### src/rtl/mux_share_arbiter.sv
// Round-robin owner arbiter for the shared 2:1 select mux.
// Grants one source at a time and drives the mux select. There is a one-cycle
// dead gap between owners, and an owner's tenure is capped while the other
// source waits.
module mux_share_arbiter #(
  parameter int unsigned MAX_HOLD = 8,
  parameter int unsigned CNT_W    = 8
) (
  input  logic             clk,
  input  logic             rst_n,
  input  logic             en,
  input  logic             req0,
  input  logic             req1,
  output logic             gnt0,
  output logic             gnt1,
  output logic             sel,
  output logic             busy,
  output logic [CNT_W-1:0] handovers
);

  typedef enum logic [1:0] {
    IDLE = 2'd0,
    OWN0 = 2'd1,
    OWN1 = 2'd2,
    GAP  = 2'd3
  } state_e;

  localparam logic [7:0] MAX_HOLD_C = 8'(MAX_HOLD);

  state_e           state_q, state_d;
  logic             gnt0_q, gnt0_d;
  logic             gnt1_q, gnt1_d;
  logic             sel_q, sel_d;
  logic             busy_q, busy_d;
  logic             last_q, last_d;
  logic [7:0]       hold_q, hold_d;
  logic [CNT_W-1:0] handovers_q, handovers_d;

  logic have_win;
  logic win;
  logic own_req;
  logic oth_req;
  logic [7:0] hold_inc;

  // Winner selection and owner/contender request views for the current state
  always_comb begin
    have_win = req0 | req1;
    win      = (req0 & req1) ? ~last_q : req1;
    own_req  = (state_q == OWN1) ? req1 : req0;
    oth_req  = (state_q == OWN1) ? req0 : req1;
    hold_inc = (hold_q == 8'hFF) ? hold_q : hold_q + 8'd1;
  end

  // Next-state and next-output computation for the arbitration FSM
  always_comb begin
    state_d     = state_q;
    gnt0_d      = gnt0_q;
    gnt1_d      = gnt1_q;
    sel_d       = sel_q;
    last_d      = last_q;
    hold_d      = hold_q;
    handovers_d = handovers_q;
    case (state_q)
      IDLE, GAP: begin
        state_d = IDLE;
        gnt0_d  = 1'b0;
        gnt1_d  = 1'b0;
        if (en && have_win) begin
          state_d     = win ? OWN1 : OWN0;
          gnt0_d      = ~win;
          gnt1_d      = win;
          sel_d       = win;
          last_d      = win;
          hold_d      = 8'd1;
          handovers_d = handovers_q + 1'b1;
        end
      end
      OWN0, OWN1: begin
        hold_d = hold_inc;
        // >= so a contender arriving after the cap was passed still preempts
        if (!own_req || (oth_req && (hold_q >= MAX_HOLD_C))) begin
          state_d = GAP;
          gnt0_d  = 1'b0;
          gnt1_d  = 1'b0;
        end
      end
      default: begin
        state_d = IDLE;
        gnt0_d  = 1'b0;
        gnt1_d  = 1'b0;
      end
    endcase
    busy_d = gnt0_d | gnt1_d;
  end

  // State and registered outputs, asynchronously cleared
  always_ff @(posedge clk or negedge rst_n) begin
    if (!rst_n) begin
      state_q     <= IDLE;
      gnt0_q      <= 1'b0;
      gnt1_q      <= 1'b0;
      sel_q       <= 1'b0;
      busy_q      <= 1'b0;
      last_q      <= 1'b1;
      hold_q      <= '0;
      handovers_q <= '0;
    end else begin
      state_q     <= state_d;
      gnt0_q      <= gnt0_d;
      gnt1_q      <= gnt1_d;
      sel_q       <= sel_d;
      busy_q      <= busy_d;
      last_q      <= last_d;
      hold_q      <= hold_d;
      handovers_q <= handovers_d;
    end
  end

  assign gnt0      = gnt0_q;
  assign gnt1      = gnt1_q;
  assign sel       = sel_q;
  assign busy      = busy_q;
  assign handovers = handovers_q;

endmodule

### config.mk
export PLATFORM = sky130hd
export DESIGN_NAME = mux_share_arbiter
export DESIGN_NICKNAME = d
export VERILOG_FILES = /design/src/rtl/mux_share_arbiter.sv
export SDC_FILE = /design/constraint.sdc
export NUM_CORES = 1
export LEC_CHECK = 0
export ABC_CLOCK_PERIOD_IN_PS = 2300
export CAP_MARGIN = 30
export CORE_MARGIN = 5
export CORE_UTILIZATION = 45
export CTS_CLUSTER_DIAMETER = 120
export DETAILED_ROUTE_END_ITERATION = 12
export GPL_ROUTABILITY_DRIVEN = 0
export PLACE_DENSITY = 0.76
export SYNTH_ARGS = -nofsm -noshare
export SYNTH_HDL_FRONTEND = slang
export SYNTH_SLANG_ARGS = --single-unit
### constraint.sdc
create_clock -name clk -period 2.3 [get_ports clk]
set_clock_uncertainty 0.15 [all_clocks]
set_input_delay 0.46 -clock clk [delete_from_list [all_inputs] [get_ports clk]]
set_output_delay 0.46 -clock clk [all_outputs]
set_load 0.005 [all_outputs]
# Word level (Yosys, flattened, before mapping)

Index checks and enable logic that the tools add are counted.

Bits in registers: 23
Output and inout port bits: 12

Add/sub/neg operators: 2
Magnitude comparators: 1
Eq/ne operators: 7
Mux-type cells: 16
Bitwise operators: 5
Reductions and logical operators: 9

Operators with widths:

| operator                                                              | count |
|---|---|
| 8-bit by 1-bit adder with 8-bit output, second input constant         | 2 |
| 8-bit two-way mux                                                     | 2 |
| 8-bit case mux with 2 select lines                                    | 1 |
| 8-bit equality test, second input constant                            | 1 |
| 8-bit by 4-bit >= comparator with 1-bit output, second input constant | 1 |
| 1-bit two-way mux                                                     | 7 |
| 2-bit two-way mux                                                     | 3 |
| 2-bit != test, second input constant                                  | 3 |
| 2-bit equality test, second input constant                            | 2 |
| 1-bit case mux with 2 select lines                                    | 2 |
| 2-bit case mux with 2 select lines                                    | 1 |
| 2-bit AND reduction                                                   | 2 |
| 2-bit OR reduction                                                    | 2 |
| 2-bit by 1-bit equality test with 1-bit output, second input constant | 1 |
| 1-bit logical AND                                                     | 2 |
| 2-bit zero test                                                       | 1 |
| 1-bit inverter                                                        | 2 |
| 1-bit bitwise OR                                                      | 2 |
| 1-bit AND                                                             | 1 |
| 1-bit zero test                                                       | 1 |
| 1-bit logical OR                                                      | 1 |

# Depth between registers and ports, before layout

Gate-level depths: netlist of run 1.

Depth after elaboration: 7
Depth in mapped cells: 6

# Worst setup path after synthesis of run 1

Ideal clock, no wire load.

Path kind: reg2reg
Start point: reg hold_q[4]
End point: reg busy_q, in the netlist busy
Library setup time: 0.104 ns
Data arrival time: 1.540 ns
Path slack: 0.506 ns
Stages on the path, launching flop included: 5
Cell sequence: dfrtp_1 buf_6 or4_4 o211a_4 o41ai_2

Cells in the longest elaborated chain, start to end: 6
Elaborated cells on any way between the ends: 8

Ends and longest elaborated chain:

| item                                               | RTL line | RTL |
|---|---|---|
| start, declared                                    | 36       | `logic [7:0] hold_q, hold_d;` |
| start signal, assigned                             | 114      | `hold_q <= hold_d;` |
| 8-bit by 4-bit >= comparator with 1-bit output (*) | 81       | `if (!own_req \|\| (oth_req && (hold_q >= MAX_HOLD_C))) begin` |
| 1-bit logical AND (*)                              | 81       |  |
| 1-bit logical OR (*)                               | 81       |  |
| 1-bit two-way mux                                  | 81       |  |
| 1-bit case mux with 2 select lines                 | 63       | `case (state_q)` |
| 1-bit bitwise OR (*)                               | 93       | `busy_d = gnt0_d \| gnt1_d;` |
| named net busy_d                                   | 34       | `logic busy_q, busy_d;` |
| end signal, assigned                               | 112      | `busy_q <= busy_d;` |
| end, declared                                      | 34       |  |

Mark *: on every way through the listed nets, which the timed path passes. The rest lies on a longest branch.
A chain may end at the register's enable or synchronous reset.

# Worst setup path after layout of run 1

Start point: reg state_q[0]
End point: reg handovers_q[5], in the netlist handovers[5]

Cells in the longest elaborated chain, start to end: 3
Elaborated cells on any way between the ends: 4

Ends and longest elaborated chain:

| item                                                   | RTL line | RTL |
|---|---|---|
| start, declared                                        | 30       | `state_e state_q, state_d;` |
| start signal, assigned                                 | 108      | `state_q <= state_d;` |
| 2-bit equality test or 2-bit zero test (tied branches) | 63       |  |
| 2-bit OR reduction (*)                                 | 63       |  |
| 2-bit AND reduction (no source line) (*)               | -        |  |
| end signal, assigned                                   | 115      | `handovers_q <= handovers_d;` |
| end, declared                                          | 37       | `logic [CNT_W-1:0] handovers_q, handovers_d;` |

Mark *: on every way between the ends. The rest lies on a longest branch, timed or not.

==> qor.csv, run 1 <==
stage;metric;value;unit
layout;fill count;250;
die;die width;62.31;um
setup_path;crit path DAT;2.05;ns
global_route;largest net degree at the start of global routing;15;
synthesis;number of synthesized register bits;23;
synthesis;YS warnings;0;
detailed_routing;post-route ant nets;0;
global_route;number of antenna violations at the first check in global routing;0;
setup_path;crit-path cells;inv_1 -> ha_1 -> o211ai_1 -> nor3_1 -> xor2_1;
die;core box area;0.002686;mm2
synthesis;Syn Inst Count;121;
setup_path;Crit. End Element;register;
clocking;CTS max path bufs;2;
outcome;status;completed;
sta;Slew Viols, Final;0;
synthesis;count of unique library cells instantiated by Yosys;35;
detailed_routing;wirelength, routed;2.637;mm
global_route;first-pass GRT wire length;4.574;mm
placed_design;Inst Count DP;167;
sta;fmax;0.5092;GHz
clocking;Skew-Pair Late Insertion Delay;0.31;ns
detailed_routing;Initial DRC Count;18;
global_route;GRT Util Overall;13.79;%
layout;register area;576.8;um2
clocking;H-Tree Depth;1;
global_route;number of global-route vias before repair;1095;
clocking;post-CTS sizing;0;
job;Max Cap Violations;0;
setup_path;Max FO, Critical Path;11;
setup_path;Largest delay share family, worst path;adder cells;
setup_path;FF-to-FF Start;state_q[0]$_DFFE_PN0P_;
clocking;CTS tree;done;
die;die area;0.003882;mm2
die;chip height;62.31;um
sta;Slew Limit Headroom;63.23;%
detailed_routing;DRC viols;0;
clocking;TritonCTS Sinks;23;
synthesis;Cell Area, Synth;0.001231;mm2
setup_path;flop-to-flop setup slack;0.34;ns
setup_path;CP Class;reg -> reg;
layout;fin util;54.35;%
die;Row Count;19;
setup_path;CP endpoint;handovers[5]$_DFFE_PN0P_;
setup_path;CP max-delay cell;ha_1;
detailed_routing;vias per cell;6.018;
placed_design;buffers added on ports;16;
setup_path;r2r worst-path depth;5;
layout;area of the multi-input gates;605.6;um2
layout;Layout area overhead;18.60;%
setup_path;Worst setup SP type;register;
power;P_leak;0.6273;nW
detailed_routing;vias;1029;
setup_path;Reg-to-Reg End;handovers[5]$_DFFE_PN0P_;
placed_design;DP HPWL;1.994;mm
sta;Fin Setup TNS;0;ns
synthesis;Mapped Nets;130;
layout;Layout Cells excl Fill;171;
detailed_routing;TritonRoute pass-1 iters;4;
layout;ratio of cells with drive above 1 in the final layout;9.286;%
setup_path;CP Depth;5;
die;Starting Density;45.83;%
power;total power density per cell area;1172;mW/mm2
setup_path;Worst Path Buf+Inv;1;
clocking;Root Buffer;clkbuf_4;
detailed_routing;wire length per cell;15.42;um
clocking;CTS clock-pin slew for the worst setup and hold paths;0.12;ns
synthesis;sequential share of the synthesized area;46.85;%
power;Peak VDD IR;674.8;uV
sta;fin crit share;85.39;%
synthesis;syn avg cell area;10.18;um2
power;Tot Pwr;1.712;mW
hold_path;Min-Delay Path Class;in -> async;
sta;clock period minus worst slack;1.964;ns
sta;endpoints failing hold;0;
layout;n_diodes;0;
setup_path;Worst EP required;2.39;ns
setup_path;CP max stage delay;0.53;ns
clocking;CTS buffer count;3;
clocking;total setup buffers inserted after CTS;0;
global_route;grt ovf;0;
sta;Hold WS;0.2984;ns
sta;Final setup viols;0;
die;Top Ports;17;
sta;RSZ-0062 raised after global routing;no;
clocking;cts hold-fix bufs;0;
sta;Worst-Margin Slew;0.5362;ns
layout;Net count, final;150;
setup_path;CP Launch Point;state_q[0]$_DFFE_PN0P_;
==> through the flow <==
stage / cell area (um2) / setup WS (ns)
after CTS: 1460 / 0.3345
after detailed placement: 1434 / 0.08623
final: 1460 / 0.3360
after global routing: 1460 / 0.2207
after global placement: 1434 / 0.1579
after floorplan: 1231 / 0.5063
==> power breakdown <==
group	switching (mW)	leakage (nW)	total (mW)	internal, mW
Combinational	0.422	0.315	0.839	0.417
Clock	0.118	0.0150	0.186	0.0676
Sequential	0.147	0.297	0.688	0.541
Total	0.687	0.627	1.71	1.03
==> cell usage after synthesis <==
master     count  area share [%]
nor3_1         6             2.4
o211a_1        1            0.81
and3_1         1            0.51
a211oi_1       4             2.4
clkbuf_1       3            0.91
o2111ai_1      1            0.71
buf_6          1            0.91
a31oi_1        2             1.0
ha_1           4             4.1
mux2_1         1            0.91
or4_4          1            0.91
o211ai_1       2             1.2
nand4_1        5             2.5
o41ai_2        3             4.0
inv_1          5             1.5
xnor2_1        4             2.8
a22oi_1        2             1.2
and2_1         2             1.0
and4_1         2             1.4
o21ai_0        1            0.41
nand2_1       10             3.0
nand2b_1       2             1.0
a311oi_1       4             2.8
dfrtp_1       22              45
clkinv_1       1            0.30
a21oi_1        8             3.3
nor2_1         6             1.8
o211a_4        1             1.4
mux2i_1        1            0.81
nand3_1        6             2.4
o21ai_1        1            0.41
xor2_1         3             2.1
nor4_1         3             1.5
dfstp_2        1             2.1
buf_1          1            0.30
==> worst min path at each step <==
stage,startpoint,slack (ns),end,depth (start not counted)
6_report,rst_n,0.30,hold_q[7]$_DFFE_PN0P_,1
5_1_grt,rst_n,0.32,hold_q[7]$_DFFE_PN0P_,1
4_1_cts,rst_n,0.30,hold_q[7]$_DFFE_PN0P_,1
3_5_place_dp,handovers[7]$_DFFE_PN0P_,0.31,handovers[7]$_DFFE_PN0P_,1
3_3_place_gp,last_q$_DFFE_PN1P_,0.31,last_q$_DFFE_PN1P_,2
2_1_floorplan,rst_n,0.01,busy$_DFF_PN0_,0
==> final cells by class <==
cell class	instances	area share [%]
Timing Repair Buffer	20	13.02
Clock buffer	4	1.799
Sequential cell	23	39.50
Multi-Input combinational cell	87	41.47
Inverter	6	1.542
Tap cell	31	2.656
==> cell families after synthesis <==
logic type                 Yosys count  share of synthesized area (%)
adders and majority gates            4                          4.065
muxes                                2                          1.728
buffers and inverters               11                          3.963
AOI/OAI and AO/OA                   30                          19.71
xor gates and xnor gates             7                          4.980
and+or+nand+nor                     44                          18.70
DFF                                 23                          46.85
==> routing by layer <==
| metal | track usage [%] | vias up | routed length [um] |
|---|---|---|---|
| met5 | 0 | - | 0 |
| met4 | 5.570 | 0 | 34 |
| met3 | 2.523 | 7 | 84 |
| met2 | 22.15 | 25 | 1276 |
| met1 | 18.20 | 507 | 1241 |
| li1 | - | 490 | - |
==> flip-flops by register name, indices dropped and copies added, names as in the netlist <==
register and count:
gnt0 1, gnt1 1, sel 1, last_q 1, hold_q 8, state_q 2, busy 1, handovers 8
==> cells in the final DEF (no fill, tap or decap), types with 3 or more instances in the layout <==
master,Yosys,final
nand3_1,6,6
ha_1,4,4
nor4_1,3,3
nor2_1,6,6
nor3_1,6,6
xor2_1,3,3
clkbuf_4,0,3
clkdlybuf4s50_1,0,16
xnor2_1,4,4
a311oi_1,4,4
o41ai_2,3,3
buf_4,0,4
inv_1,5,5
nand2_1,10,10
a21oi_1,8,8
a211oi_1,4,4
nand4_1,5,5
dfrtp_1,22,22
Note: power is estimated with default switching activity, not from simulation.
==> run 2, diff against run 1 <==
ABC_AREA = 0   (was unset)
CORE_UTILIZATION = 53   (was 45)
PLACE_DENSITY = 0.85   (was 0.76)
==> run 2 against run 1 <==
Via count rose by 2.0%. Non-clock buffer count did not move. Die area fell by 13%. Sequential share of layout area rose by 0.068 points. Combinational power fell by 2%.
==> qor.csv, run 2 (synthesis gave the netlist of run 1 again) <==
stage;metric;value;unit;change
sta;Fin Setup TNS;0;ns;unchanged
job;Max Cap Violations;0;;unchanged
power;P_leak;0.6300;nW;was 0.6273 nW
detailed_routing;vias;1050;;was 1,029
detailed_routing;wirelength, routed;2.740;mm;was 2.637 mm
power;Peak VDD IR;713.4;uV;was 674.8 uV
layout;most frequent cells in the layout;dfrtp_1, clkdlybuf4s50_1, nand2_1, a21oi_1;;unchanged
hold_path;Min-Delay Path Class;reg -> reg;;was in -> async
sta;fmax;0.4976;GHz;was 0.5092 GHz
clocking;H-Tree Depth;1;;unchanged
die;Top Ports;17;;unchanged
die;die width;58.20;um;was 62.31 um
detailed_routing;DRC viols;0;;unchanged
sta;Worst-Margin Slew;0.5202;ns;was 0.5362 ns
layout;Net count, final;150;;unchanged
die;die area;0.003387;mm2;was 0.003882 mm2
sta;endpoints failing hold;0;;unchanged
placed_design;pre-CTS setup slack;0.1562;ns;was 0.08623 ns
global_route;GRT Util Overall;18.56;%;was 13.79%
placed_design;buffers added on ports;16;;unchanged
clocking;CTS tree;done;;unchanged
setup_path;crit path DAT;2.06;ns;was 2.05 ns
die;Row Count;17;;was 19
detailed_routing;Initial DRC Count;29;;was 18
layout;Layout area overhead;18.39;%;was 18.60%
clocking;TritonCTS Sinks;23;;unchanged
power;total power density per cell area;1168;mW/mm2;was 1172 mW/mm2
layout;n_diodes;0;;unchanged
placed_design;DP HPWL;2.061;mm;was 1.994 mm
global_route;first-pass GRT wire length;4.947;mm;was 4.574 mm
setup_path;Crit. End Element;register;;unchanged
clocking;CTS buffer count;3;;unchanged
setup_path;Max FO, Critical Path;11;;unchanged
global_route;grt ovf;0;;unchanged
die;Starting Density;55.66;%;was 45.83%
detailed_routing;post-route ant nets;0;;unchanged
clocking;total setup buffers inserted after CTS;0;;unchanged
global_route;number of global-route vias before repair;1106;;was 1,095
sta;Slew Limit Headroom;64.33;%;was 63.23%
sta;RSZ-0062 raised after global routing;no;;unchanged
outcome;status;completed;;unchanged
clocking;Root Buffer;clkbuf_4;;unchanged
detailed_routing;vias per cell;6.250;;was 6.018
setup_path;Worst EP required;2.35;ns;was 2.39 ns
clocking;CTS max path bufs;2;;unchanged
layout;fin util;65.89;%;was 54.35%
sta;Slew Viols, Final;0;;unchanged
detailed_routing;TritonRoute pass-1 iters;4;;unchanged
clocking;cts hold-fix bufs;0;;unchanged
die;core box area;0.002212;mm2;was 0.002686 mm2
layout;ratio of cells with drive above 1 in the final layout;10.00;%;was 9.286%
setup_path;CP Class;reg -> reg;;unchanged
layout;commonest non-fill, non-tap cell in the layout;dfrtp_1;;unchanged
global_route;number of antenna violations at the first check in global routing;0;;unchanged
sta;clock period minus worst slack;2.010;ns;was 1.964 ns
hold_path;Hold Path Stages;1;;
clocking;Skew-Pair Late Insertion Delay;0.31;ns;about the same
sta;Final setup viols;0;;unchanged
detailed_routing;wire length per cell;16.31;um;was 15.42 um
die;chip height;58.20;um;was 62.31 um
sta;final worst slack;0.2902;ns;was 0.3360 ns
clocking;post-CTS sizing;0;;unchanged
setup_path;r2r worst-path depth;5;;unchanged
sta;fin crit share;87.38;%;was 85.39%
clocking;CTS clock-pin slew for the worst setup and hold paths;0.13;ns;was 0.12 ns
global_route;largest net degree at the start of global routing;24;;was 15
setup_path;Worst setup SP type;register;;unchanged
run 2: changes by cell type in the layout (fill, tap and decap cells not counted):
cell	before	now
clkbuf_1	1	0
clkinv_2	0	1
run 2: final timing paths:
check                                         start                  endpoint  slack, ns
hold reg to reg            handovers[7]$_DFFE_PN0P_  handovers[7]$_DFFE_PN0P_       0.33
hold / removal             handovers[7]$_DFFE_PN0P_  handovers[7]$_DFFE_PN0P_       0.33
setup / recovery             state_q[0]$_DFFE_PN0P_     hold_q[1]$_DFFE_PN0P_       0.29
min in group asynchronous                     rst_n  handovers[6]$_DFFE_PN0P_       0.36
setup reg to reg             state_q[0]$_DFFE_PN0P_     hold_q[1]$_DFFE_PN0P_       0.29
max in group asynchronous                     rst_n        last_q$_DFFE_PN1P_       1.36
run 2: final cells by class:
cell class,count,area [um2]
multi-input combinational,87,605.6
tap,28,35.03
fill,181,754.5
inverter,6,22.52
timing repair buffer,20,190.2
clock buffer,3,22.52
clock inverter,1,5.005
sequential,23,576.8
run 2: report_power, final:
part | total (mW) | internal [mW] | switching, mW | leakage, nW
logic | 0.825 | 0.396 | 0.429 | 0.315
clock network | 0.187 | 0.0649 | 0.122 | 0.0177
registers | 0.690 | 0.541 | 0.149 | 0.297
total | 1.70 | 1.00 | 0.700 | 0.630
run 2: per-stage QoR:
stage | hold WS [ns] | cell area (um2) | total power [mW] | std cells
after floorplan | 0.01441 | 1231 | 1.190 | 121
after global placement | 0.3033 | 1430 | 1.470 | 164
after detailed placement | 0.3055 | 1430 | 1.522 | 164
after CTS | 0.3269 | 1458 | 1.710 | 168
after global routing | 0.3551 | 1458 | 1.856 | 168
final | 0.3273 | 1458 | 1.702 | 168
run 2: metal layers:
metal	part of all wire [%]	up-vias	global-route usage, %	routed length [um]
li1	-	493	-	-
met1	42	518	23.18	1158
met2	52	35	31.61	1420
met3	4.5	4	3.563	124
met4	1.3	0	6.954	36
met5	0	-	0	0
run 2: critical path, cell delays in order (launching register included):
cell and delay [ns]:
dfrtp_1 0.39, inv_1 0.05, ha_1 0.53, clkinv_1 0.27
o21ai_0 0.16, mux2_1 0.35
==> variant 1: new RTL, config.mk and constraints of run 1 <==
Reset style: synchronous (`rst_n`), changed in one clocked block. Comments in the files are not updated.
--- a/src/rtl/mux_share_arbiter.sv
+++ b/src/rtl/mux_share_arbiter.sv
@@ -95,5 +95,5 @@
 
   // State and registered outputs, asynchronously cleared
-  always_ff @(posedge clk or negedge rst_n) begin
+  always_ff @(posedge clk) begin
     if (!rst_n) begin
       state_q     <= IDLE;
Behaviour: differs if rst_n is asserted again (counterexample within 4 cycles, from zero or initial values and one cycle with rst_n low); with rst_n held inactive, the same outputs for 10 cycles.
==> variant 1 against run 1 <==
- wire length up 7.8%
- final cell count grew 11%
- synthesized area unchanged
- sequential cell count stayed put
- maximum frequency down 3.5%
- worst setup slack got worse by 0.070 ns
- design area up 0.51%
Power is not compared: it rests on default switching activity, and its combinational part moved more than twofold at a synthesized area within 25%.
==> variant 1: results (changes against run 1) <==
- Outcome: finished, final reports clean
- Vias: 1161 (+13%)
- WL per Instance: 15.0 um (-3.0%)
- Ant diodes: 0 (unchanged)
- Crit-path max FO: 14 (+3)
- Synth cell count leaders: 23 x dfxtp_1, 10 x nand3_1, 9 x inv_1, 9 x nand2_1, 9 x nor2_1
- RR Endpoint: handovers[5]
- Antenna violations before repair: 0 (unchanged)
- Vias in the first global route: 1127 (+2.9%)
- DRT Pass-1 Iters: 4 (unchanged)
- Netlist cell types: 45 (+29%)
- Remaining Overflow, GRT: 0 (unchanged)
- DP Worst Slack: 0.140 ns (+0.0535 ns)
- Min-Delay Path Class: flip-flop to flip-flop
- Largest cells by area after synthesis: dfxtp_1 37%, ha_1 4.1%, nand3_1 4.1%
- Fraction of layout cells with a size suffix above 1: 0.0943 (+0.00148)
- Postcts setup bufs: 0 (unchanged)
- RR Startpoint: state_q[0]
- Worst path slowest cell: ha_1
- Post-CTS resize count: 0 (unchanged)
- Lkg Pwr: around 0.52 nW
- Largest net degree at the start of global routing: 19 (+4)
- FF-to-FF setup slack: 0.27 ns (-0.07 ns)
- DR iter-0 viols: 88 (+70)
- CTS max path bufs: 2 (unchanged)
- Hold Path End: last_q
- CTS clk-pin slew, worst paths: 0.12 ns (about the same)
- Depth of the most critical reg-to-reg path: 5 (unchanged)
- Total CTS buffers: 3 (unchanged)
- Worst Hold Depth: 1
- Arrival time worst endpoint: 2.13 ns (+0.08 ns)
- Yosys warns: 0 (unchanged)
- Rel. slew slack: 0.678 (+0.0460)
- Clock latency on the worst-skew pair: 0.31 ns (about the same)
- H-Tree Depth: 1 (unchanged)
- Slowest Stage Delay on Critical Path: 0.56 ns (+0.03 ns)
- Global-route wire length before repair: 5060 um (+11%)
- Sequential area share after synthesis: 0.374 (-0.0945)
- GRT Total Usage: 0.153 (+0.0150)
- Worst hold start: last_q
- Syn Nets: 150 (+15%)
- VDD IR max: ~0.00037 V
- CTS root buffer: clkbuf_4
- Synth Flop Type: dfxtp_1
- Final HPWL DP: 2060 um (+3.5%)
- Ys async rst share: 0 (-1.00)
- Final nets: 169 (+13%)
- Port Buf Inserts: 16 (unchanged)
==> variant 1: cell count changes in the layout (fill, tap and decap cells not counted), moves of 4 or more <==
cell,change
nor3_1,-6
o21ai_0,+4
nand3_1,+4
dfxtp_1,+23
dfrtp_1,-22
a311oi_1,-4
inv_1,+4
==> variant 1: area by class of cell <==
class                   instances  area (um^2)
clock buffers                   4         26.3
flip-flops and latches         23          460
fillers                       256         1220
inverters                       9         33.8
repair buffers                 23          213
multi-input cells             100          696
well taps                      31         38.8
==> variant 1: worst max-delay path by stage <==
stage / startpoint / slack, ns / to
3_3_place_gp: req1 / 0.19 / handovers[5]
4_1_cts: state_q[0] / 0.26 / handovers[5]
6_report: state_q[0] / 0.27 / handovers[5]
2_1_floorplan: state_q[0] / 0.50 / hold_q[7]
3_5_place_dp: req1 / 0.14 / handovers[5]
5_1_grt: state_q[0] / 0.1 / handovers[6]
==> variant 1: cells by family (layout without fill, tap and decap cells) <==
logic type,Yosys count,after routing,synth area share
buffers and inverters,18,36,0.0610
flip-flops,23,23,0.374
XOR/XNOR,3,3,0.0213
AND/OR/NAND/NOR,51,51,0.233
multiplexers,4,4,0.0335
adder cells (fa/ha/maj),4,4,0.0407
AO/OA/AOI/OAI,38,38,0.237
==> variant 1: power by group <==
group          switching (mW)  leakage [nW]  internal (mW)
clock                   0.121        0.0150         0.0677
combinational           0.144         0.323          0.125
sequential             0.0245         0.187          0.428
==> variant 1: routing by layer <==
layer  wire (um)  GRT usage  share of wire
met5           0          0              0
met4          38     0.0637          0.013
met1        1300      0.203           0.46
met3         148     0.0306          0.052
met2        1360      0.240           0.48
==> variant 1: stage by stage <==
stage / power (mW) / utilization / hold WS, ns / std cells / instance area [um^2]
detailed placement: 0.729 / 0.537 / 0.314 / 186 / 1440
CTS: 0.915 / 0.546 / 0.343 / 190 / 1470
global route: 0.960 / 0.546 / 0.352 / 190 / 1470
finish: 0.910 / 0.546 / 0.345 / 190 / 1470
floorplan: 0.632 / - / 0.280 / 141 / 1230
global placement: 0.720 / 0.537 / 0.312 / 186 / 1440
==> variant 2: new RTL, flow settings as in run 1 <==
Made on the original files. The parameter `MAX_HOLD` goes from 8 to 7.
--- a/src/rtl/mux_share_arbiter.sv
+++ b/src/rtl/mux_share_arbiter.sv
@@ -4,5 +4,5 @@
 // source waits.
 module mux_share_arbiter #(
-  parameter int unsigned MAX_HOLD = 8,
+  parameter int unsigned MAX_HOLD = 7,
   parameter int unsigned CNT_W    = 8
 ) (
Function: changed (Yosys sat finds a counterexample within 10 cycles, from zero or initial values and one cycle with rst_n low).
==> variant 2 against run 1 <==
- design area is 5.1% lower
- combinational power is 9.3% lower
- worst setup slack worse by 0.059 ns
- sequential cell count stayed put
- wire length is 7.4% lower
- power is 4.7% lower
- synthesized area is 5.3% lower
==> variant 2: results (changes against run 1) <==
- Vias in the first global route: 951 (-13%)
- Final HPWL DP: 1830 um (-8.4%)
- Worst path slowest cell: ha_1
- Initial core utilization: 0.471 (+0.0124)
- GRT Total Usage: 0.151 (+0.0129)
- Mapped cell area: 1170 um^2 (-5.3%)
- Final nets: 137 (-8.7%)
- Rel. slew slack: 0.710 (+0.0777)
- Syn Nets: 118 (-9.2%)
- Depth of the most critical reg-to-reg path: 5 (unchanged)
- Port Buf Inserts: 16 (unchanged)
- Lkg Pwr: 0.608 nW (-3.1%)
- Internal: 0.989 mW (-3.5%)
- CTS clk-pin slew, worst paths: 0.13 ns
- Met1 global-route usage: 0.189 (+0.00706)
- FF-to-FF setup slack: 0.28 ns (-0.06 ns)
- Synth cell count leaders: 22 x dfrtp_1, 14 x nand2_1, 8 x inv_1
- Crit-path max FO: 13 (+2)
- Hold WS: 0.339 ns (+0.0410 ns)
- Netlist cell types: 40 (+14%)
- VDD IR max: 0.000729 V (+8.1%)
- Multi-input logic area: 539 um^2 (-11%)
- #FFs+latches synth: 23 (unchanged)
- Fill cell count: 239 (-4.4%)
- Metal-1 WL: 1120 um (-10%)
- Clock latency on the worst-skew pair: approximately 0.3 ns
- Post-DP Area: 1360 um^2 (-5.2%)
- Antenna violations before repair: 0 (unchanged)
- M2 GR Usage: 0.263 (+0.0411)
- Non-clock inverters: 8 (+2)
- DR iter-0 viols: 46 (+28)
- WL met3: 117 um (+39%)
- Yosys warns: 0 (unchanged)
- Fraction of layout cells with a size suffix above 1: 0.0781 (-0.0147)
- Non-Clock Buffer Count: 18 (-10%)
- Non-clock buffering overhead: 0.126 (-0.00389)
- Register fraction of the total cell area: 0.416 (+0.0210)
- Largest cells by area after synthesis: dfrtp_1 47%, nand2_1 4.5%, mux2i_1 3.4%
- Largest net degree at the start of global routing: 24 (+9)
- Routed Wire Length: 2440 um (-7.4%)
- GRT met3 Usage: 0.0362 (+0.0109)
- DRT Pass-1 Iters: 4 (unchanged)
- Postcts setup bufs: 0 (unchanged)
- Min-Delay Path Class: primary input to async pin
- Multi-input gates: 75 (-14%)
- Outcome: finished, final reports clean
- Routed met2 length: 1190 um (-6.4%)
- RR Endpoint: hold_q[5]
- Slowest Stage Delay on Critical Path: 0.45 ns (-0.08 ns)
- Ant diodes: 0 (unchanged)
- CTS root buffer: clkbuf_4
- Arrival time worst endpoint: around 2.1 ns
- Sequential area share after synthesis: 0.495 (+0.0261)
- Vias: 943 (-8.4%)
- Clkbuf count: 3 (-1)
- Global-route wire length before repair: 4260 um (-6.8%)
- ClkCell Share: 0.0199 (+0.00186)
variant 2: power by group through the flow:
stage	registers (mW)	logic, mW	clock network, mW
final	0.685	0.761	0.185
after CTS	0.685	0.766	0.188
after global placement	0.681	0.732	0
after global routing	0.709	0.845	0.202
after detailed placement	0.693	0.763	0
after floorplan	0.666	0.513	0
variant 2: stage by stage:
step,setup slack [ns],utilization,std cells
global placement,0.262,0.548,154
floorplan,0.474,-,110
detailed placement,0.185,0.548,154
finish,0.277,0.560,158
global route,0.201,0.560,158
CTS,0.272,0.560,158
variant 2: cells by family after synthesis:
kind of cell	after synthesis	share of synthesized area
mux	4	0.0343
compound gates	23	0.173
xor+xnor	7	0.0526
buf+inv	12	0.0429
fa+ha+maj	3	0.0322
simple gates	38	0.171
flops	23	0.495
variant 2: critical path, delay by kind of cell (launching register included):
kind / cells / cell delay, ns
AOI/OAI and AO/OA: 1 / 0.43
adders and majority gates: 1 / 0.45
buffers and inverters: 1 / 0.05
and+or+nand+nor: 2 / 0.44
DFF: 1 / 0.38
